$ cat src/rtl/fetch_pkg.sv
// Shared types and constants for the instruction fetch unit.
// Holds state encoding, widths, the reset vector and the buffer entry layout.
package fetch_pkg;

  localparam int INSTR_W = 32;
  localparam int ADDR_W  = 32;

  localparam logic [ADDR_W-1:0] RESET_ADDR_DEF = 32'h0000_0064;

  localparam logic [0:0] ST_FETCH = 1'b0;
  localparam logic [0:0] ST_DROP  = 1'b1;

  typedef struct packed {
    logic [ADDR_W-1:0]  addr;
    logic [INSTR_W-1:0] instr;
  } fetch_entry_t;

  function automatic logic [ADDR_W-1:0] align_word(
    input logic [ADDR_W-1:0] a
  );
    return {a[ADDR_W-1:2], 2'b00};
  endfunction

endpackage

$ cat src/rtl/fetch_fifo.sv
// Small FIFO holding fetched {address, instruction} pairs.
// Flush wins over push and pop; the head reads as zero when empty.
module fetch_fifo
  import fetch_pkg::*;
#(
  parameter int DEPTH = 2,
  parameter int W     = 64,
  localparam int PW   = (DEPTH > 1) ? $clog2(DEPTH) : 1,
  localparam int CW   = $clog2(DEPTH + 1)
) (
  input  logic          clk,
  input  logic          rst_n,
  input  logic          push,
  input  logic          pop,
  input  logic          flush,
  input  logic [W-1:0]  din,
  output logic [W-1:0]  dout,
  output logic [CW-1:0] count
);

  logic [W-1:0]  mem [DEPTH];
  logic [PW-1:0] rd_ptr;
  logic [PW-1:0] wr_ptr;

  always_ff @(posedge clk or negedge rst_n) begin
    if (!rst_n) begin
      rd_ptr <= '0;
      wr_ptr <= '0;
      count  <= '0;
    end else if (flush) begin
      rd_ptr <= '0;
      wr_ptr <= '0;
      count  <= '0;
    end else begin
      if (push) wr_ptr <= wr_ptr + PW'(1);
      if (pop)  rd_ptr <= rd_ptr + PW'(1);
      count <= count + CW'(push) - CW'(pop);
    end
  end

  always_ff @(posedge clk) begin
    if (push && !flush) mem[wr_ptr] <= din;
  end

  assign dout = (count != '0) ? mem[rd_ptr] : '0;

endmodule

$ cat src/rtl/instr_fetch_unit.sv
// Instruction fetch front end: one outstanding memory request,
// a small instruction buffer, and redirect with in-flight data drop.
module instr_fetch_unit
  import fetch_pkg::*;
#(
  parameter logic [ADDR_W-1:0] RESET_ADDR = RESET_ADDR_DEF,
  parameter int                DEPTH      = 2
) (
  input  logic               clk,
  input  logic               reset,
  input  logic               redirect,
  input  logic [ADDR_W-1:0]  redirectAddr,
  output logic               imemReq,
  output logic [ADDR_W-1:0]  imemAddr,
  input  logic               imemAck,
  input  logic [INSTR_W-1:0] imemData,
  output logic               instrValid,
  output logic [INSTR_W-1:0] instrOut,
  output logic [ADDR_W-1:0]  instrAddr,
  input  logic               instrReady
);

  localparam int            CW   = $clog2(DEPTH + 1);
  localparam logic [CW-1:0] FULL = CW'(DEPTH);

  logic [0:0]        state;
  logic [0:0]        state_nxt;
  logic [ADDR_W-1:0] fetch_addr;
  logic [ADDR_W-1:0] fetch_nxt;
  logic              armed;
  logic              ack;
  logic              push;
  logic              pop;
  logic              hold;
  logic              req_nxt;
  logic [CW-1:0]     count;
  logic [CW-1:0]     count_nxt;
  fetch_entry_t      wr_entry;
  fetch_entry_t      head;

  assign ack      = imemReq & imemAck;
  assign push     = ack & (state == ST_FETCH) & ~redirect;
  assign pop      = instrValid & instrReady & ~redirect;
  assign hold     = imemReq & ~ack;
  assign wr_entry = '{addr: imemAddr, instr: imemData};

  fetch_fifo #(
    .DEPTH (DEPTH),
    .W     ($bits(fetch_entry_t))
  ) u_fifo (
    .clk   (clk),
    .rst_n (reset),
    .push  (push),
    .pop   (pop),
    .flush (redirect),
    .din   (wr_entry),
    .dout  (head),
    .count (count)
  );

  assign instrValid = (count != '0);
  assign instrOut   = head.instr;
  assign instrAddr  = head.addr;

  always_comb begin
    count_nxt = count;
    unique case (1'b1)
      redirect:     count_nxt = '0;
      push & ~pop:  count_nxt = count + CW'(1);
      pop & ~push:  count_nxt = count - CW'(1);
      default:      ;
    endcase
  end

  always_comb begin
    fetch_nxt = fetch_addr;
    if (redirect)  fetch_nxt = align_word(redirectAddr);
    else if (push) fetch_nxt = fetch_addr + ADDR_W'(4);
  end

  // A redirect that cannot kill the in-flight request waits for its ack.
  always_comb begin
    state_nxt = state;
    unique case (state)
      ST_FETCH: if (redirect & hold) state_nxt = ST_DROP;
      ST_DROP:  if (ack) state_nxt = ST_FETCH;
      default:  state_nxt = ST_FETCH;
    endcase
  end

  // armed delays the first request by one edge after reset release.
  assign req_nxt = hold | (armed & (count_nxt < FULL));

  always_ff @(posedge clk or negedge reset) begin
    if (!reset) begin
      state      <= ST_FETCH;
      fetch_addr <= RESET_ADDR;
      armed      <= 1'b0;
      imemReq    <= 1'b0;
      imemAddr   <= RESET_ADDR;
    end else begin
      state      <= state_nxt;
      fetch_addr <= fetch_nxt;
      armed      <= 1'b1;
      imemReq    <= req_nxt;
      if (!hold) imemAddr <= fetch_nxt;
    end
  end

endmodule

$ cat config.mk
export PLATFORM = sky130hd
export DESIGN_NAME = instr_fetch_unit
export DESIGN_NICKNAME = d
export VERILOG_FILES = /design/src/rtl/fetch_pkg.sv /design/src/rtl/fetch_fifo.sv /design/src/rtl/instr_fetch_unit.sv
export SDC_FILE = /design/constraint.sdc
export NUM_CORES = 1
export LEC_CHECK = 0
export BUFFER_PORTS_ARGS = -buffer_cell sky130_fd_sc_hd__buf_2
export CORE_AREA = 2 2 122 124
export DETAILED_ROUTE_END_ITERATION = 12
export DIE_AREA = 0 0 124 126
export PLACE_DENSITY = 0.84
export SLEW_MARGIN = 30
export SYNTH_ARGS = -nofsm -noshare
export SYNTH_HDL_FRONTEND = slang
export SYNTH_SLANG_ARGS = --single-unit
$ cat constraint.sdc
create_clock -name clk -period 6.4 [get_ports clk]
set_input_delay 0.32 -clock clk [delete_from_list [all_inputs] [get_ports clk]]
set_output_delay 0.32 -clock clk [all_outputs]
set_load 0.005 [all_outputs]
==> out/summary.md <==
After synthesis, the cell types taking the most area are sky130_fd_sc_hd__edfxtp_1 (46%), sky130_fd_sc_hd__dfrtp_1 (19%), sky130_fd_sc_hd__mux2i_1 (7.9%). The final count of pins violating max slew came out at 0. The worst-path cell with the longest stage delay was sky130_fd_sc_hd__nor2_4.

Max-cap violations in this run came to 0. The post-synth net total came out at 691. For this run, the detailed router's first-pass iteration total came to 5.

The part of the Yosys area used for sequential elements came out at 0.674. The count of standard-cell rows came out at 44. Entering global routing, the biggest net connects 72 pins.

For the top-level I/O count, the log shows 167. The cell with the most instances on the worst path is sky130_fd_sc_hd__buf_4. The deepest clock path buffer count came out at 2. The floorplan step defined a die boundary enclosing 0.0156 sq mm. STA puts the critical path data arrival time at 2.79 ns.

The later pin in the worst-skew pair is clocked with a latency of 0.42 ns. IR analysis of the VDD net gives a maximum drop of 0.210 mV. At the end of the flow, the number of nets in the layout was 850. The library cell occupying the most area in the post-synthesis netlist was sky130_fd_sc_hd__edfxtp_1. At the pin with the least slew margin, the transition time is 0.872 ns. The synthesis-to-finish area growth was 18.9%. The critical path in this run is classified as in2reg. The data required time at the worst endpoint was 6.46 ns. The share of flip-flops with an asynchronous set or reset works out to 0.357. TritonCTS built the clock tree. The part of the cycle the worst path needs was 0.427; the number of clock sinks was 199. The detailed router placed 5375 vias in this run. The number of resized instances in the post-cts repair step came out at 0. Leaving out filler cells and counting taps, the final layout contains 974. Ranked by instance count, the synthesized netlist is headed by sky130_fd_sc_hd__edfxtp_1 (128), sky130_fd_sc_hd__nor2_1 (89), sky130_fd_sc_hd__mux2i_1 (66). The area of the core region was 0.0143 sq mm; the ratio of total power to cell area was 297 mW/mm^2. The share of layout cells above drive strength 1 came out at 0.306. The all-layer global routing usage is 0.225. The flow ran to the end, but the final reports show violations. The detail-routed net length per standard cell works out to 17.5 um. From bottom edge to top edge, the die measures 126 um. The run gives 530 as the violation count after the first detailed-route iteration. The number of distinct standard cells referenced by the synthesized netlist was 48; the time the final worst path needs with I/O delays and setup was 2.74 ns. For the number of inserted diodes, the log shows 0. The run gives 0 as the overall overflow remaining after global route. The logs give 3.23 ns for the worst setup slack after placement and 4 for the number of H-tree levels. Setup repair after global routing left no endpoint under its margin. The fraction of synthesized cell area taken by the top area cell type works out to 0.461. Most frequent cell after synthesis: sky130_fd_sc_hd__edfxtp_1.

Traced cell by cell, the critical path runs through buf_2 -> buf_4 -> clkinv_1 -> nand2_1 -> nor2_4 -> buf_4. The post-detailed-route via-to-cell ratio was 5.52; the number of buffers created by CTS was 17. The leakage power is 4.01 nW.

Wire length of the first global-routing pass: 26.8 mm. The detail route stage leaves a number of antenna-violating nets equal to 0. After clock tree synthesis, the setup repair step added 0 buffers. Among all flip-flop cells after synthesis, the most frequent one is sky130_fd_sc_hd__edfxtp_1. In this run the clock root is driven by a sky130_fd_sc_hd__clkbuf_16. Based on the critical path, the design can be clocked at up to 366 MHz.

STA classifies the critical path endpoint as a flop. For this run, the slowest stage of the critical path takes 0.64 ns. The logs give 0 for the initial antenna violation count and 3.66 ns for the setup slack of the critical path after layout.

STA classifies the critical path startpoint as an input pin. Once detailed placement completed, the half-perimeter wirelength came to 11.2 mm. Adding up every negative setup slack in the final design gives 0 ns. The hold slack is -0.00567 ns. The total standard cell area after synthesis came out at 0.00834 sq mm.

Clock-pin slew was measured on the worst setup and hold paths at 0.06 ns. The clock arrives with 0.00740 ns of skew. The checks that failed: negative hold slack. The number of buffers inserted by port buffering was 164; the count of state elements after synthesis was 199. The die width is 124 um. The worst hold path belongs to the class in2async.

Including well taps, the total number of placed cells is 942. The cell count after synthesis is 618. The relative max-transition margin came out at 0.414. For this run, design rule violations remaining after detail routing come to 0. The post-synthesis area per instance was 13.5 sq um.

The initial standard-cell utilization of the core is 0.583, and the aggregate routed wire length is 17.0 mm. Setup violations remaining at the end of the flow were counted as 0. At the end of routability-driven placement, the weighted congestion stood at 0.855. The number of flops mapped to enable cells by yosys was 128; the biggest fanout along the worst timing path was 54. The tools report the final-report hold violation count as 2.

The logs give 0 for the hold-fix buffer count after cts and 0 for the number of warnings issued by yosys. The via count of the first global-routing pass came out at 5332.
==> path summary, 6_finish.rpt <==
kind                            slack (ns)           endpoint   startpoint  depth (start not counted)
worst min-delay path                -0.006       imemAddr[30]        reset                          2
worst min register to register        0.47        imemAddr[2]  imemAddr[2]                          2
min in group clk                      0.09   u_fifo.mem[0][1]  imemData[1]                          1
worst max register to register        3.71  u_fifo.mem[0][22]      imemReq                          4
max in group asynchronous             5.88      u_fifo.rd_ptr        reset                          2
worst max-delay path                  3.66  u_fifo.mem[0][22]     redirect                          6
==> cells by family after synthesis <==
logic type,Yosys count,share of synthesized area
other,1,0.000449
adder cells (fa/ha/maj),4,0.00600
XOR/XNOR,32,0.0336
AND/OR/NAND/NOR,207,0.119
multiplexers,86,0.106
buffers and inverters,42,0.0205
flip-flops,199,0.674
AO/OA/AOI/OAI,47,0.0399
==> per-stage QoR <==
step                cell area (sq um)  power [W]   util  hold WS, ns
floorplan                        8340    0.00179      -       0.0244
global placement                 9340    0.00196  0.652        0.461
detailed placement               9370    0.00199  0.654        0.465
CTS                              9920    0.00296  0.693       0.0723
global route                     9920    0.00307  0.693       0.0556
finish                           9920    0.00294  0.693     -0.00567
==> area by class of cell <==
class / instances / area [sq um]
multi-input cells: 377 / 2570
flip-flops and latches: 199 / 5630
fillers: 1011 / 4390
well taps: 184 / 230
clock buffers: 25 / 505
inverters: 10 / 37.5
repair buffers: 172 / 905
clock inverters: 7 / 43.8
==> power by group <==
group / internal, W / switching, W
Clock: 0.000549 / 0.000437
Sequential: 0.00147 / 0.0000829
Combinational: 0.000186 / 0.000217
==> metal layers <==
layer | vias to the layer above | share of wire | GRT usage
met5 | - | 0 | 0
met4 | 0 | 0.012 | 0.0701
met3 | 18 | 0.058 | 0.0421
met2 | 170 | 0.49 | 0.364
met1 | 2635 | 0.44 | 0.310
li1 | 2552 | - | -
==> sequential cells by signal, indices dropped and copies added, names as in the netlist <==
| register | count |
|---|---|
| u_fifo.count | 2 |
| state | 1 |
| u_fifo.mem | 128 |
| armed | 1 |
| imemAddr | 32 |
| u_fifo.rd_ptr | 1 |
| u_fifo.wr_ptr | 1 |
| imemReq | 1 |
| fetch_addr | 32 |
==> critical path, delay by kind of cell <==
kind / cells / cell delay (ns)
and+or+nand+nor: 2 / 0.90
buffers and inverters: 4 / 1.50
==> placed cells by master, fill, tap and decap left out, types with 4 or more instances in the layout <==
cell / Yosys / final
sky130_fd_sc_hd__nor2_1: 89 / 86
sky130_fd_sc_hd__a221o_1: 9 / 9
sky130_fd_sc_hd__xnor2_1: 22 / 22
sky130_fd_sc_hd__o21ai_0: 16 / 16
sky130_fd_sc_hd__mux2i_1: 66 / 66
sky130_fd_sc_hd__mux2_2: 20 / 20
sky130_fd_sc_hd__and3_1: 14 / 13
sky130_fd_sc_hd__nand4_1: 10 / 10
sky130_fd_sc_hd__edfxtp_1: 128 / 128
sky130_fd_sc_hd__buf_4: 0 / 6
sky130_fd_sc_hd__xor2_1: 10 / 10
sky130_fd_sc_hd__clkbuf_16: 0 / 17
sky130_fd_sc_hd__dfstp_2: 6 / 6
sky130_fd_sc_hd__dfrtp_1: 65 / 64
sky130_fd_sc_hd__nand3_1: 16 / 16
sky130_fd_sc_hd__nand2_1: 44 / 44
sky130_fd_sc_hd__clkinv_2: 0 / 4
sky130_fd_sc_hd__nor3_1: 8 / 8
sky130_fd_sc_hd__nor4_1: 7 / 7
sky130_fd_sc_hd__buf_2: 5 / 164
sky130_fd_sc_hd__a21oi_1: 8 / 8
sky130_fd_sc_hd__ha_1: 4 / 4
sky130_fd_sc_hd__clkbuf_8: 0 / 5
sky130_fd_sc_hd__inv_1: 9 / 9
Power figures use the tool's default switching activity.
